## src/rtl/seg7_scan.sv

```systemverilog
// seg7_scan: multiplexed 4-digit common-anode seven-segment driver.
//
// A 14-bit value is captured on a load strobe into a shadow register and
// promoted to the displayed value only at a frame boundary (after digit 3
// has been shown). Each frame therefore shows one consistent value.
//
// Parameters
//   REFRESH_DIV  clock cycles each digit is shown (2 .. 2^20)
//
// Ports
//   clk         rising-edge clock
//   rst_n       synchronous active-low reset
//   value[13:0] binary value, captured when load=1
//   load        single-cycle capture strobe
//   blank_lz    1 = blank leading zero digits (digit 0 always shown)
//   an[3:0]     registered digit enables, active-low, an[0] = LS digit
//   seg[6:0]    registered segments {g,f,e,d,c,b,a}, active-low
//   pending     a captured value is waiting for the next frame boundary
//   frame_done  one-cycle pulse in the cycle after each frame boundary
module seg7_scan #(
  parameter int unsigned REFRESH_DIV = 50000
) (
  input  logic        clk,
  input  logic        rst_n,
  input  logic [13:0] value,
  input  logic        load,
  input  logic        blank_lz,
  output logic [3:0]  an,
  output logic [6:0]  seg,
  output logic        pending,
  output logic        frame_done
);

  localparam int unsigned VAL_W   = 14;
  localparam int unsigned IDX_W   = 2;
  localparam int unsigned AN_W    = 4;
  localparam int unsigned SEG_W   = 7;
  localparam int unsigned PRESC_W = (REFRESH_DIV > 1) ? $clog2(REFRESH_DIV) : 1;

  localparam logic [PRESC_W-1:0] PRESC_LAST = PRESC_W'(REFRESH_DIV - 1);
  localparam logic [IDX_W-1:0]   IDX_LAST   = IDX_W'(3);
  localparam logic [AN_W-1:0]    AN_OFF     = 4'hF;
  localparam logic [SEG_W-1:0]   SEG_OFF    = 7'h7F;

  // Hex digit to active-low gfedcba pattern.
  function automatic logic [SEG_W-1:0] hex_to_seg(input logic [3:0] h);
    logic [SEG_W-1:0] s;
    case (h)
      4'h0:    s = 7'h40;
      4'h1:    s = 7'h79;
      4'h2:    s = 7'h24;
      4'h3:    s = 7'h30;
      4'h4:    s = 7'h19;
      4'h5:    s = 7'h12;
      4'h6:    s = 7'h02;
      4'h7:    s = 7'h78;
      4'h8:    s = 7'h00;
      4'h9:    s = 7'h10;
      4'hA:    s = 7'h08;
      4'hB:    s = 7'h03;
      4'hC:    s = 7'h46;
      4'hD:    s = 7'h21;
      4'hE:    s = 7'h06;
      default: s = 7'h0E;
    endcase
    return s;
  endfunction

  // Digit index to active-low one-hot anode enable.
  function automatic logic [AN_W-1:0] idx_to_an(input logic [IDX_W-1:0] i);
    logic [AN_W-1:0] a;
    case (i)
      2'd0:    a = 4'hE;
      2'd1:    a = 4'hD;
      2'd2:    a = 4'hB;
      default: a = 4'h7;
    endcase
    return a;
  endfunction

  // State registers
  logic [PRESC_W-1:0] presc_q,      presc_d;
  logic [IDX_W-1:0]   idx_q,        idx_d;
  logic [VAL_W-1:0]   disp_q,       disp_d;
  logic [VAL_W-1:0]   shadow_q,     shadow_d;
  logic               pending_q,    pending_d;
  logic               frame_done_q, frame_done_d;
  logic [AN_W-1:0]    an_q,         an_d;
  logic [SEG_W-1:0]   seg_q,        seg_d;

  // Combinational helpers
  logic             tick;
  logic             boundary;
  logic [3:0]       digit [4];
  logic [3:0]       digit_zero;
  logic [3:0]       blank_vec;
  logic [3:0]       cur_digit;
  logic             cur_blank;

  // Prescaler terminal count and frame boundary.
  always_comb begin
    tick     = (presc_q == PRESC_LAST);
    boundary = tick && (idx_q == IDX_LAST);
  end

  // Scan timing: prescaler wraps at REFRESH_DIV-1, idx advances on tick.
  always_comb begin
    presc_d      = presc_q + PRESC_W'(1);
    idx_d        = idx_q;
    frame_done_d = boundary;
    if (tick) begin
      presc_d = '0;
      idx_d   = idx_q + IDX_W'(1);
    end
  end

  // Double buffer: disp only moves at a boundary, so a frame never mixes
  // two values. A load exactly on the boundary bypasses the shadow.
  always_comb begin
    shadow_d  = shadow_q;
    disp_d    = disp_q;
    pending_d = pending_q;
    if (load && boundary) begin
      shadow_d  = value;
      disp_d    = value;
      pending_d = 1'b0;
    end else if (load) begin
      shadow_d  = value;
      pending_d = 1'b1;
    end else if (boundary && pending_q) begin
      disp_d    = shadow_q;
      pending_d = 1'b0;
    end
  end

  // Digit split and leading-zero blanking of the displayed value.
  always_comb begin
    digit[0] = disp_q[3:0];
    digit[1] = disp_q[7:4];
    digit[2] = disp_q[11:8];
    digit[3] = {2'b00, disp_q[13:12]};
    for (int k = 0; k < 4; k++) begin
      digit_zero[k] = (digit[k] == 4'h0);
    end
    // Digit k blanks only if it and every higher digit are zero.
    blank_vec[3] = blank_lz && digit_zero[3];
    blank_vec[2] = blank_vec[3] && digit_zero[2];
    blank_vec[1] = blank_vec[2] && digit_zero[1];
    blank_vec[0] = 1'b0;
  end

  // Output path: anode/segment image for the currently selected digit.
  always_comb begin
    cur_digit = digit[idx_q];
    cur_blank = blank_vec[idx_q];
    an_d      = idx_to_an(idx_q);
    seg_d     = hex_to_seg(cur_digit);
    if (cur_blank) begin
      an_d  = AN_OFF;
      seg_d = SEG_OFF;
    end
  end

  // State register with synchronous reset; reset also discards any load.
  always_ff @(posedge clk) begin
    if (!rst_n) begin
      presc_q      <= '0;
      idx_q        <= '0;
      disp_q       <= '0;
      shadow_q     <= '0;
      pending_q    <= 1'b0;
      frame_done_q <= 1'b0;
      an_q         <= AN_OFF;
      seg_q        <= SEG_OFF;
    end else begin
      presc_q      <= presc_d;
      idx_q        <= idx_d;
      disp_q       <= disp_d;
      shadow_q     <= shadow_d;
      pending_q    <= pending_d;
      frame_done_q <= frame_done_d;
      an_q         <= an_d;
      seg_q        <= seg_d;
    end
  end

  assign an         = an_q;
  assign seg        = seg_q;
  assign pending    = pending_q;
  assign frame_done = frame_done_q;

endmodule

```

## config.mk

```make
export PLATFORM = sky130hd
export DESIGN_NAME = seg7_scan
export DESIGN_NICKNAME = d
export VERILOG_FILES = /design/src/rtl/seg7_scan.sv
export SDC_FILE = /design/constraint.sdc
export NUM_CORES = 1
export LEC_CHECK = 0
export BUFFER_PORTS_ARGS = -buffer_cell sky130_fd_sc_hd__buf_2
export CAP_MARGIN = 20
export CORE_MARGIN = 5
export CORE_UTILIZATION = 50
export CTS_CLUSTER_DIAMETER = 50
export DETAILED_ROUTE_END_ITERATION = 7
export PLACE_DENSITY = 0.73
export SLEW_MARGIN = 0
export SYNTH_ARGS = -nofsm -noshare
export SYNTH_HDL_FRONTEND = slang
export SYNTH_SLANG_ARGS = --single-unit
export TNS_END_PERCENT = 1
```

## constraint.sdc

```tcl
create_clock -name clk -period 2.25 [get_ports clk]
set_input_delay 0.225 -clock clk [delete_from_list [all_inputs] [get_ports clk]]
set_output_delay 0.225 -clock clk [all_outputs]
set_load 0.02 [all_outputs]
```

# --- Yosys cells after proc, flatten, opt, wreduce, memory -nomap -nowiden ---
# Memories as Yosys holds them, arrays and structs flattened. A register that Yosys moved wholly into a read port is not among the register bits.
# Index checks and enable logic that the tools add are counted.
# Widths: inputs -> output; s select.
op_classes:
  eq_ne: 5
  reduce_logical: 17
  n_addsub: 2
  n_lt_le_gt_ge: 2
  bitwise: 2
  muxes: 13
ops:
  columns: ["op", "n"]
  rows:
  - ["$mux 14", 5]
  - ["$add 16x1->16 const B", 1]
  - ["$eq 16x16->1 const B", 1]
  - ["$pmux 4 s3", 1]
  - ["$bmux 4 s2", 1]
  - ["$logic_not 4->1", 2]
  - ["$mux 4", 2]
  - ["$logic_and 1x1->1", 6]
  - ["$reduce_bool 2->1", 3]
  - ["$reduce_or 2->1", 3]
  - ["$eq 2x2->1 const B", 2]
  - ["$logic_not 2->1", 2]
  - ["$ge 3x3->1 const B", 1]
  - ["$lt 2x3->1 const B", 1]
  - ["$mux 1", 3]
  - ["$not 2->3", 1]
  - ["$add 2x1->2 const B", 1]
  - ["$bmux 1 s2", 1]
  - ["$eq 2x1->1 const B", 1]
  - ["$ne 2x1->1 const B", 1]
  - ["$reduce_and 2->1", 1]
  - ["$not 1->1", 1]
word_totals:
  out_inout_bits: 13
  input_bits: 18
  regBits: 52
  rom_bits: 112
  n_memories: 1
memory_table:
  columns: ["name", "depth", "word_bits", "read_ports", "rd_ports_with_merged_regs", "wr", "line", "source"]
  rows:
  - ["(no name shown)", 16, 7, 1, 1, 0, "48", "case (h)"]

# --- Longest topological paths before layout ---
# Gate-level depths: netlist of the first run.
logic_depth:
  depth_word: 7
  mapped_depth: 8
  mapped_depth_nobuf: 7

# --- Least setup slack after synthesis of the first run ---
# No wires, ideal clock.
synth_path:
  path_kind: "register to register"
  from: "register idx_q[0]"
  to: "register seg_q[3] (netlist: seg[3])"
  path_buffers: 1
  setup_slack_ns: 0.324
  path_stages_with_launch: 8
  setup_ns: 0.074
  arrival_time_ns: 1.851
  path_cell_list: "dfxtp_1 buf_4 mux4_2 inv_1 ha_1 a211oi_1 a211oi_1 o21ai_0"
synth_via:
  elab_chain_cells: 4
  elab_cells_between_ends: 7
  classes_between: "mux (5); bitwise (1); reduce/logical (1)"
synth_lines:
  columns: ["element", "line", "source"]
  rows:
  - ["from (decl)", "83", "logic [IDX_W-1:0] idx_q, idx_d;"]
  - ["from (signal assigned)", "177", "idx_q <= idx_d;"]
  - ["$not 2->3 (implied by the code)", "154", "cur_digit = digit[idx_q];"]
  - ["$bmux 4 s2", "154", null]
  - ["$mux 4 (implied by the code) (2 in a row)", "154", null]
  - ["to (decl)", "89", "logic [SEG_W-1:0] seg_q, seg_d;"]
# Several ways; a longest one is shown, not always the timed one. The select of a mux whose other input is x is not followed.
# A chain may end at the register's enable or synchronous reset.

# --- Worst setup path in the final report of the first run ---
# Ends and elaborated chain as after synthesis.

==> key figures, run 1 <==
GRT
  • GR Util met2: 0.229
  • Met1 Use GR: 0.200
  • Met3 usage: 0.0515
  • Grt total ovfl: 0
  • Number of global-route vias before repair: 1917
  • Grt peak-use layer: met2
  • Initial antenna violation count: 0
  • First-pass GRT wire length: 8740 µm
  • Largest net degree at the start of global routing: 27
  • Total global-route track usage: 0.154

Power and ir drop
  • Max IR drop VDD: 0.400 mV
  • Sequential power share: 0.484
  • Power share of the clock group: 0.471
  • Internal cell power: 0.00175 W
  • Comb pwr share: 0.046
  • PwrDens: 727 nW/µm²
  • Leak pwr: 1.26 nW
  • Sw Pwr: 0.000483 W
  • Sw Ratio: 0.216

Detailed routing
  • DRT Pass-1 Iters: 6
  • DRT iter0 DRCs: 75
  • Post-route antenna net violation count: 0
  • Via/cell ratio: 5.59
  • Wire length per cell: 14.4 µm
  • Routed vias: 2052
  • # DRC: 0
  • Detailed Route WL: 5270 µm

Outcome
  • Status: finished clean

Timing
  • Number of hold violations in the final report: 0
  • Minimum clock period: 2030 ps
  • Slew Viols, Final: 0
  • Setup Skew: 9.42 ps
  • # setup viols final: 0
  • Least-Margin Pin Slew: 774 ps
  • RSZ-0062 raised after global routing: false
  • Fin Setup TNS: 0 ps
  • Slew margin rel.: 0.484
  • Max Fclk: 492 MHz
  • Final period util: 0.903

Setup path
  • Worst path arrival time: 2300 ps
  • Crit path buffers/inverters: 2
  • Worst-path fanout max: 7
  • Crit path launch type: flip-flop
  • Critical Path RT: 2520 ps
  • Max stage delay cell, worst path: mux4_2
  • CP endpoint kind: flip-flop
  • Crit-path max cell delay: 640 ps
  • WS Path Type: reg2reg
  • CP Cell Sequence: mux4_2 -> inv_1 -> ha_1 -> inv_1 -> a211oi_1 -> a211oi_1 -> o21ai_0
  • Delay-heaviest family, CP: multiplexers

Finish
  • Final nets: 322
  • Non-Filler Instances: 367
  • Share of cells above drive strength 1: 0.222
  • Area Growth Syn to Fin: 14.7%
  • Ant diodes: 0

Floorplan
  • Die width: 83.3 µm
  • IO Count: 31
  • Die Ht: 83.3 µm
  • Die area: 6930 µm²
  • Rows: 26
  • CORE AREA: 5170 µm²
  • Initial Utilization: 0.519

Synthesis
  • Top cells by area, synth: dfxtp_1 44%, mux2i_1 7.5%, ha_1 5.1%, nor2_1 4.6%, o211ai_1 3.9%
  • Top-area cell type share of the netlist area: 0.440
  • Avg Inst Size Synth: 10.1 µm²
  • Post-Synth Adder-Cell Area: 0.0513
  • Number of synthesized register bits: 59
  • Post-Syn Instances: 266
  • Compound-Gate Fraction of Synth Area: 0.164
  • Most used flip-flop cell after synthesis: dfxtp_1
  • Synthesized area: 2680 µm²
  • Yosys cell types: 46
  • Mux cell area share after synthesis: 0.0998
  • Warnings from Yosys: 0
  • Simple-gate area share of the yosys netlist: 0.146
  • Largest area contributor in the netlist: dfxtp_1
  • Cell with the most instances after synthesis: dfxtp_1
  • Synth Net Count: 295
  • Largest family of logic cells by synthesized area: compound AO/OA/AOI/OAI gates
  • Post-synth EDFFs: 0
  • Sequential fraction of the synthesis area: 0.440
  • FFs w/ async S/R, synth: 0
  • Xor and xnor fraction of the mapped netlist area: 0.0522
  • Top cells by count, synth: 59 x dfxtp_1, 33 x nor2_1, 20 x mux2i_1, 14 x nand2_1, 14 x o211ai_1

Clock tree
  • Later-pin clock latency in the skew report: 340 ps
  • Num CTS Buffers: 9
  • Clk buf depth: 2
  • CTS tree: built
  • CTS Sinks: 59
  • Postcts setup bufs: 0
  • PostCTS Resize Cnt: 0
  • Worst-path clk slew: 70 ps
  • Cts hold-fix bufs: 0
  • Clk root buf: clkbuf_8
  • H-tree Lvls: 3

Place
  • Final Wtd Congestion: 0.815
  • # placed instances: 352
  • DP Wirelength: 3680 µm
  • IO Port Bufs: 30

Worst hold path
  • Worst hold path type: in2reg

Flow run
  • Max Cap Violations: 0
## cell families (layout without fill, tap and decap cells)
logic type,after synthesis,in the layout
xor+xnor,16,16
flops,59,59
compound gates,51,51
buf+inv,27,58
fa+ha+maj,11,11
mux,24,24
simple gates,78,78
## registers in the layout (all words and copies together) (netlist names)
register,count
shadow_q,14
frame_done,1
an,4
pending,1
disp_q,14
seg,7
idx_q,2
presc_q,16
## power by group through the flow
stage               Combinational, W  Clock [W]  Sequential (W)
floorplan                  0.0000610          0         0.00111
global placement            0.000103          0         0.00110
detailed placement          0.000105          0         0.00111
CTS                         0.000105    0.00108         0.00108
global route                0.000115    0.00112         0.00108
finish                      0.000103    0.00105         0.00108
## metal layers
metal | vias up | share of wire
met3 | 22 | 0.052
li1 | 1022 | -
met2 | 58 | 0.44
met1 | 950 | 0.49
met5 | - | 0
met4 | 0 | 0.021
## final cells by class
type | count | area [µm²]
clock buffer | 10 | 138
clock inverter | 5 | 77.6
fill | 445 | 2090
inverter | 8 | 30.0
multi-input combinational | 180 | 1380
sequential | 59 | 1180
tap | 70 | 87.6
timing repair buffer | 35 | 188
## placed cells by master, fill, tap and decap left out, drive strengths merged, types with 2 or more instances in the layout
| cell | n |
|---|---|
| dfxtp | 59 |
| buf | 35 |
| nor2 | 33 |
| mux2i | 20 |
| nand2 | 14 |
| o211ai | 14 |
| o41ai | 13 |
| ha | 11 |
| xor2 | 10 |
| clkbuf | 10 |
| nand3 | 8 |
| inv | 7 |
| xnor2 | 6 |
| nand4 | 5 |
| nor3 | 4 |
| a211oi | 4 |
| a21oi | 4 |
| o21ai | 4 |
| o221ai | 3 |
| and3 | 3 |
| and4 | 3 |
| clkinv | 3 |
| mux4 | 2 |
| mux2 | 2 |
| or3 | 2 |
| and4bb | 2 |
| bufinv | 2 |
## worst min-delay path: cells and delay by family
kind | cells | cell delay [ps]
buf+inv | 1 | 80
mux | 1 | 80
simple gates | 1 | 80
## worst paths after layout
kind | startpoint | to | slack, ps | cells after the start
max | idx_q[0] | seg[3] | 220 | 7
min | value[0] | shadow_q[0] | 160 | 3
max reg2reg | idx_q[0] | seg[3] | 220 | 7
min reg2reg | presc_q[0] | presc_q[0] | 460 | 1
## through the flow
step / util / setup slack (ps) / power, W / cell area (µm²) / hold slack [ps]
2_1_floorplan: - / 324 / 0.00117 / 2680 / 392
3_3_place_gp: 0.554 / 318 / 0.00121 / 2860 / 448
3_5_place_dp: 0.554 / 273 / 0.00121 / 2860 / 457
4_1_cts: 0.595 / 231 / 0.00226 / 3080 / 146
5_1_grt: 0.595 / 82.1 / 0.00232 / 3080 / 163
6_report: 0.595 / 218 / 0.00224 / 3080 / 157
No activity file was read; power rests on OpenSTA's default activity.
==> run 2: changes to the inputs <==
ABC_AREA = 1   (was not set)
PLACE_DENSITY = 0.75   (was 0.73)
clock period = 1.74 ns   (was 2.25 ns; I/O delays follow)
==> run 2 against run 1 <==
- clock skew about the same
- register-to-register slack worse by 40 ps
- combinational power up 56%
- sequential share of layout area is 2.9 points lower
- non-clock buffer count increased by 7
- utilization is 1.0 points higher
- maximum frequency up 30%
- first-iteration DRC count rose by 55%
- critical path depth increased by 1
- synthesized area up 6.8%
- via count up 23%
- largest power group unchanged
==> key figures, run 2 <==
Outcome
  • Status: finished clean

Synthesis
  • Sequential fraction of the synthesis area: 0.412 (-0.0279)
  • Top cells by area, synth: dfxtp_1 41%, nand2_1 15%, nor2_1 7.9%, inv_1 7.7%, nand3_1 5.1%
  • Avg Inst Size Synth: 6.84 µm² (-32%)
  • Largest area contributor in the netlist: dfxtp_1
  • Cell with the most instances after synthesis: nand2_1
  • Post-Syn Instances: 419 (+58%)
  • Synthesized area: 2870 µm² (+6.8%)
  • Top-area cell type share of the netlist area: 0.412 (-0.0279)
  • FFs w/ async S/R, synth: 0 (unchanged)
  • Synth Net Count: 448 (+52%)
  • Top cells by count, synth: 111 x nand2_1, 60 x nor2_1, 59 x dfxtp_1, 59 x inv_1, 29 x nand3_1
  • Number of synthesized register bits: 59 (unchanged)
  • Most used flip-flop cell after synthesis: dfxtp_1
  • Post-synth EDFFs: 0 (unchanged)
  • Yosys cell types: 31 (-33%)
  • Warnings from Yosys: 0 (unchanged)

Detailed routing
  • DRT iter0 DRCs: 116 (+55%)
  • Via/cell ratio: 4.69 (-16%)
  • Post-route antenna net violation count: 0 (unchanged)
  • Routed vias: 2525 (+23%)
  • Detailed Route WL: 5780 µm (+9.6%)
  • # DRC: 0 (unchanged)
  • DRT Pass-1 Iters: 4 (-2)
  • Wire length per cell: 10.7 µm (-25%)

Timing
  • Max Fclk: 639 MHz (+30%)
  • Setup Skew: 9.65 ps (+0.223 ps)
  • RSZ-0062 raised after global routing: true
  • Fin worst setup slack: 175 ps (-42.8 ps)
  • Slew margin rel.: 0.715 (+0.232)
  • Number of hold violations in the final report: 0 (unchanged)
  • Final period util: 0.899 (-0.00382)
  • # setup viols final: 0 (unchanged)
  • Slew Viols, Final: 0 (unchanged)
  • Least-Margin Pin Slew: 424 ps (-350 ps)
  • Minimum clock period: 1560 ps (-467 ps)

Worst hold path
  • Hold path start: value[11]
  • Worst hold path type: in2reg

Finish
  • Fill count: 522 (+17%)
  • Final instance area: 3350 µm² (+8.9%)
  • Most common cell after layout, fill and taps aside: nand2_1
  • Max FFs per register: 16 (unchanged)
  • Area Growth Syn to Fin: 17.1%
  • Final nets: 490 (+52%)
  • Final core occ: 0.605 (+0.0102)
  • Biggest register: presc_q
  • Biggest regs: presc_q x16, disp_q x14, shadow_q x14
  • Non-Filler Instances: 538 (+47%)
  • Share of cells above drive strength 1: 0.161 (-0.0613)
  • Commonest cells after routing, fill and taps aside: 111 x nand2_1, 60 x nor2_1, 59 x inv_1
  • Multi-input logic area: 1390 µm² (+1.2%)
  • Register Area: 1190 µm² (+0.64%)
  • Ant diodes: 0 (unchanged)

Place
  • DP Wirelength: 4190 µm (+14%)
  • Pre-CTS setup slack: 16.4 ps (-257 ps)
  • IO Port Bufs: 30 (unchanged)
  • # placed instances: 521 (+48%)
  • Final Wtd Congestion: 0.855 (+4.9%)
  • Post-DP Area: 3150 µm² (+9.9%)

GRT
  • Grt total ovfl: 0 (unchanged)
  • First-pass GRT wire length: 10400 µm (+19%)
  • Number of global-route vias before repair: 2407 (+26%)
  • Total global-route track usage: 0.174 (+0.0199)
  • Largest net degree at the start of global routing: 29 (+7.4%)
  • Initial antenna violation count: 0 (unchanged)

Flow run
  • Max Cap Violations: 0 (unchanged)

Clock tree
  • Worst-path clk slew: 70 ps (about the same)
  • Clk buf depth: 2 (unchanged)
  • CTS Sinks: 59 (unchanged)
  • Later-pin clock latency in the skew report: 330 ps (about the same)
  • CTS tree: built
  • H-tree Lvls: 3 (unchanged)
  • Clk root buf: clkbuf_8
  • Num CTS Buffers: 9 (unchanged)

Setup path
  • Crit path from: idx_q[0]
  • Crit path launch type: flip-flop
  • WS Path Type: reg2reg
  • Critical Path Most Common Cell: nand3_1
  • Crit path buffers/inverters: 2 (unchanged)
  • R2R Path Start: idx_q[0]
  • CP endpoint kind: flip-flop
  • WP depth: 8 (+1)
  • CP endpoint: seg[4]
  • Worst-path fanout max: 8 (+1)
  • CP Cell Sequence: inv_2 -> buf_4 -> nor2_1 -> a21oi_1 -> nand2_1 -> o21ai_1 -> nand3_1 -> nand3_1
  • Critical Path RT: 2000 ps (-520 ps)
  • Max stage delay cell, worst path: dfxtp_4
  • Register-to-Register Path Depth: 8 (+1)
  • R2R setup slack: 180 ps (-40 ps)
  • Worst path arrival time: 1830 ps (-470 ps)
  • Crit Reg-Reg Endpoint: seg[4]
  • Crit-path max cell delay: 370 ps (-270 ps)
  • Delay-heaviest family, CP: compound AO/OA/AOI/OAI gates

Power and ir drop
  • PwrDens: 795 nW/µm² (+9.4%)
  • Max IR drop VDD: 0.452 mV (+13%)
  • Power share of the clock group: 0.418 (-0.053)
  • Sw Ratio: 0.239 (+0.0230)
  • Sw Pwr: 0.000638 W (+32%)
  • Sequential power share: 0.522 (+0.038)
  • Comb pwr share: 0.060 (+0.014)
  • Internal cell power: 0.00203 W (+16%)
  • Leak pwr: 1.60 nW (+27%)

Floorplan
  • Die area: 7340 µm² (+5.9%)
  • CORE AREA: 5540 µm² (+7.1%)
  • Rows: 27 (+3.8%)
  • Die width: 85.7 µm (+2.9%)
  • Initial Utilization: 0.517 (-0.00170)
  • IO Count: 31 (unchanged)
  • Die Ht: 85.7 µm (+2.9%)
-- run 2: cell types whose count changed after synthesis, moves of 7 or more --
cell | previous run | this run
mux2i_1 | 20 | 0
a21oi_1 | 3 | 23
nand3_1 | 8 | 29
nand2_1 | 14 | 111
xor2_1 | 10 | 3
o211ai_1 | 14 | 0
o21ai_0 | 3 | 20
nor2_1 | 33 | 60
o41ai_1 | 9 | 0
inv_1 | 6 | 59
-- run 2: what timing repair did --
| item | in CTS | in global routing |
|---|---|---|
| hold buffers | 0 | 0 |
| setup buffers | 0 | 1 |
| cloned | 0 | 0 |
| resized for setup | 1 | 6 |
| pin swaps | 0 | 1 |
| hold endpoints to repair | 0 | 0 |
| setup endpoints to repair | 1 | 20 |
-- run 2: final cells by class --
cell class                      count  area share
Multi-Input combinational cell    286       0.416
Inverter                           63      0.0705
Sequential cell                    59       0.354
Tap cell                           72      0.0269
Timing Repair Buffer               42      0.0791
Clock inverter                      4     0.00746
Clock buffer                       12      0.0463
-- run 2: tightest hold or removal path: stages --
cell	delay, ps
buf_2	70
nand2_1	30
o21ai_0	90
inv_1	50
nor2_1	70
-- run 2: worst min path at each step --
stage	endpoint	slack [ps]	depth (start not counted)
finish	shadow_q[11]	200	5
global route	shadow_q[6]	220	5
CTS	shadow_q[11]	180	5
detailed placement	presc_q[0]	440	1
global placement	presc_q[0]	430	1
floorplan	presc_q[0]	420	1
-- run 2: per-stage QoR --
stage | power (W) | hold WS (ps) | setup TNS, ps
after floorplan | 0.00153 | 417 | 0
after global placement | 0.00158 | 431 | 0
after detailed placement | 0.00159 | 438 | 0
after CTS | 0.00271 | 179 | 0
after global routing | 0.00280 | 216 | -8.17
final | 0.00267 | 196 | 0
-- run 2: kinds of logic (layout without fill, tap and decap cells) --
logic type      after synthesis  count (layout)  synth area share
compound gates               49              49            0.0895
xor+xnor                      4               4            0.0122
fa+ha+maj                    11              11            0.0480
buf+inv                      74             121             0.106
flops                        59              59             0.412
simple gates                222             222             0.332
-- run 2: routing by layer --
layer | global-route usage | routed length (µm) | vias up
li1 | - | - | 1386
met5 | 0 | 0 | -
met1 | 0.209 | 2780 | 1093
met2 | 0.284 | 2640 | 38
met3 | 0.0500 | 270 | 8
met4 | 0.0863 | 85 | 0
-- run 2: power by group through the flow --
stage                     clock network, W  registers (W)  logic (W)
after detailed placement                 0        0.00143   0.000161
after CTS                          0.00115        0.00139   0.000163
final                              0.00112        0.00139   0.000161
after global routing               0.00122        0.00139   0.000188
after global placement                   0        0.00142   0.000157
after floorplan                          0        0.00144  0.0000935
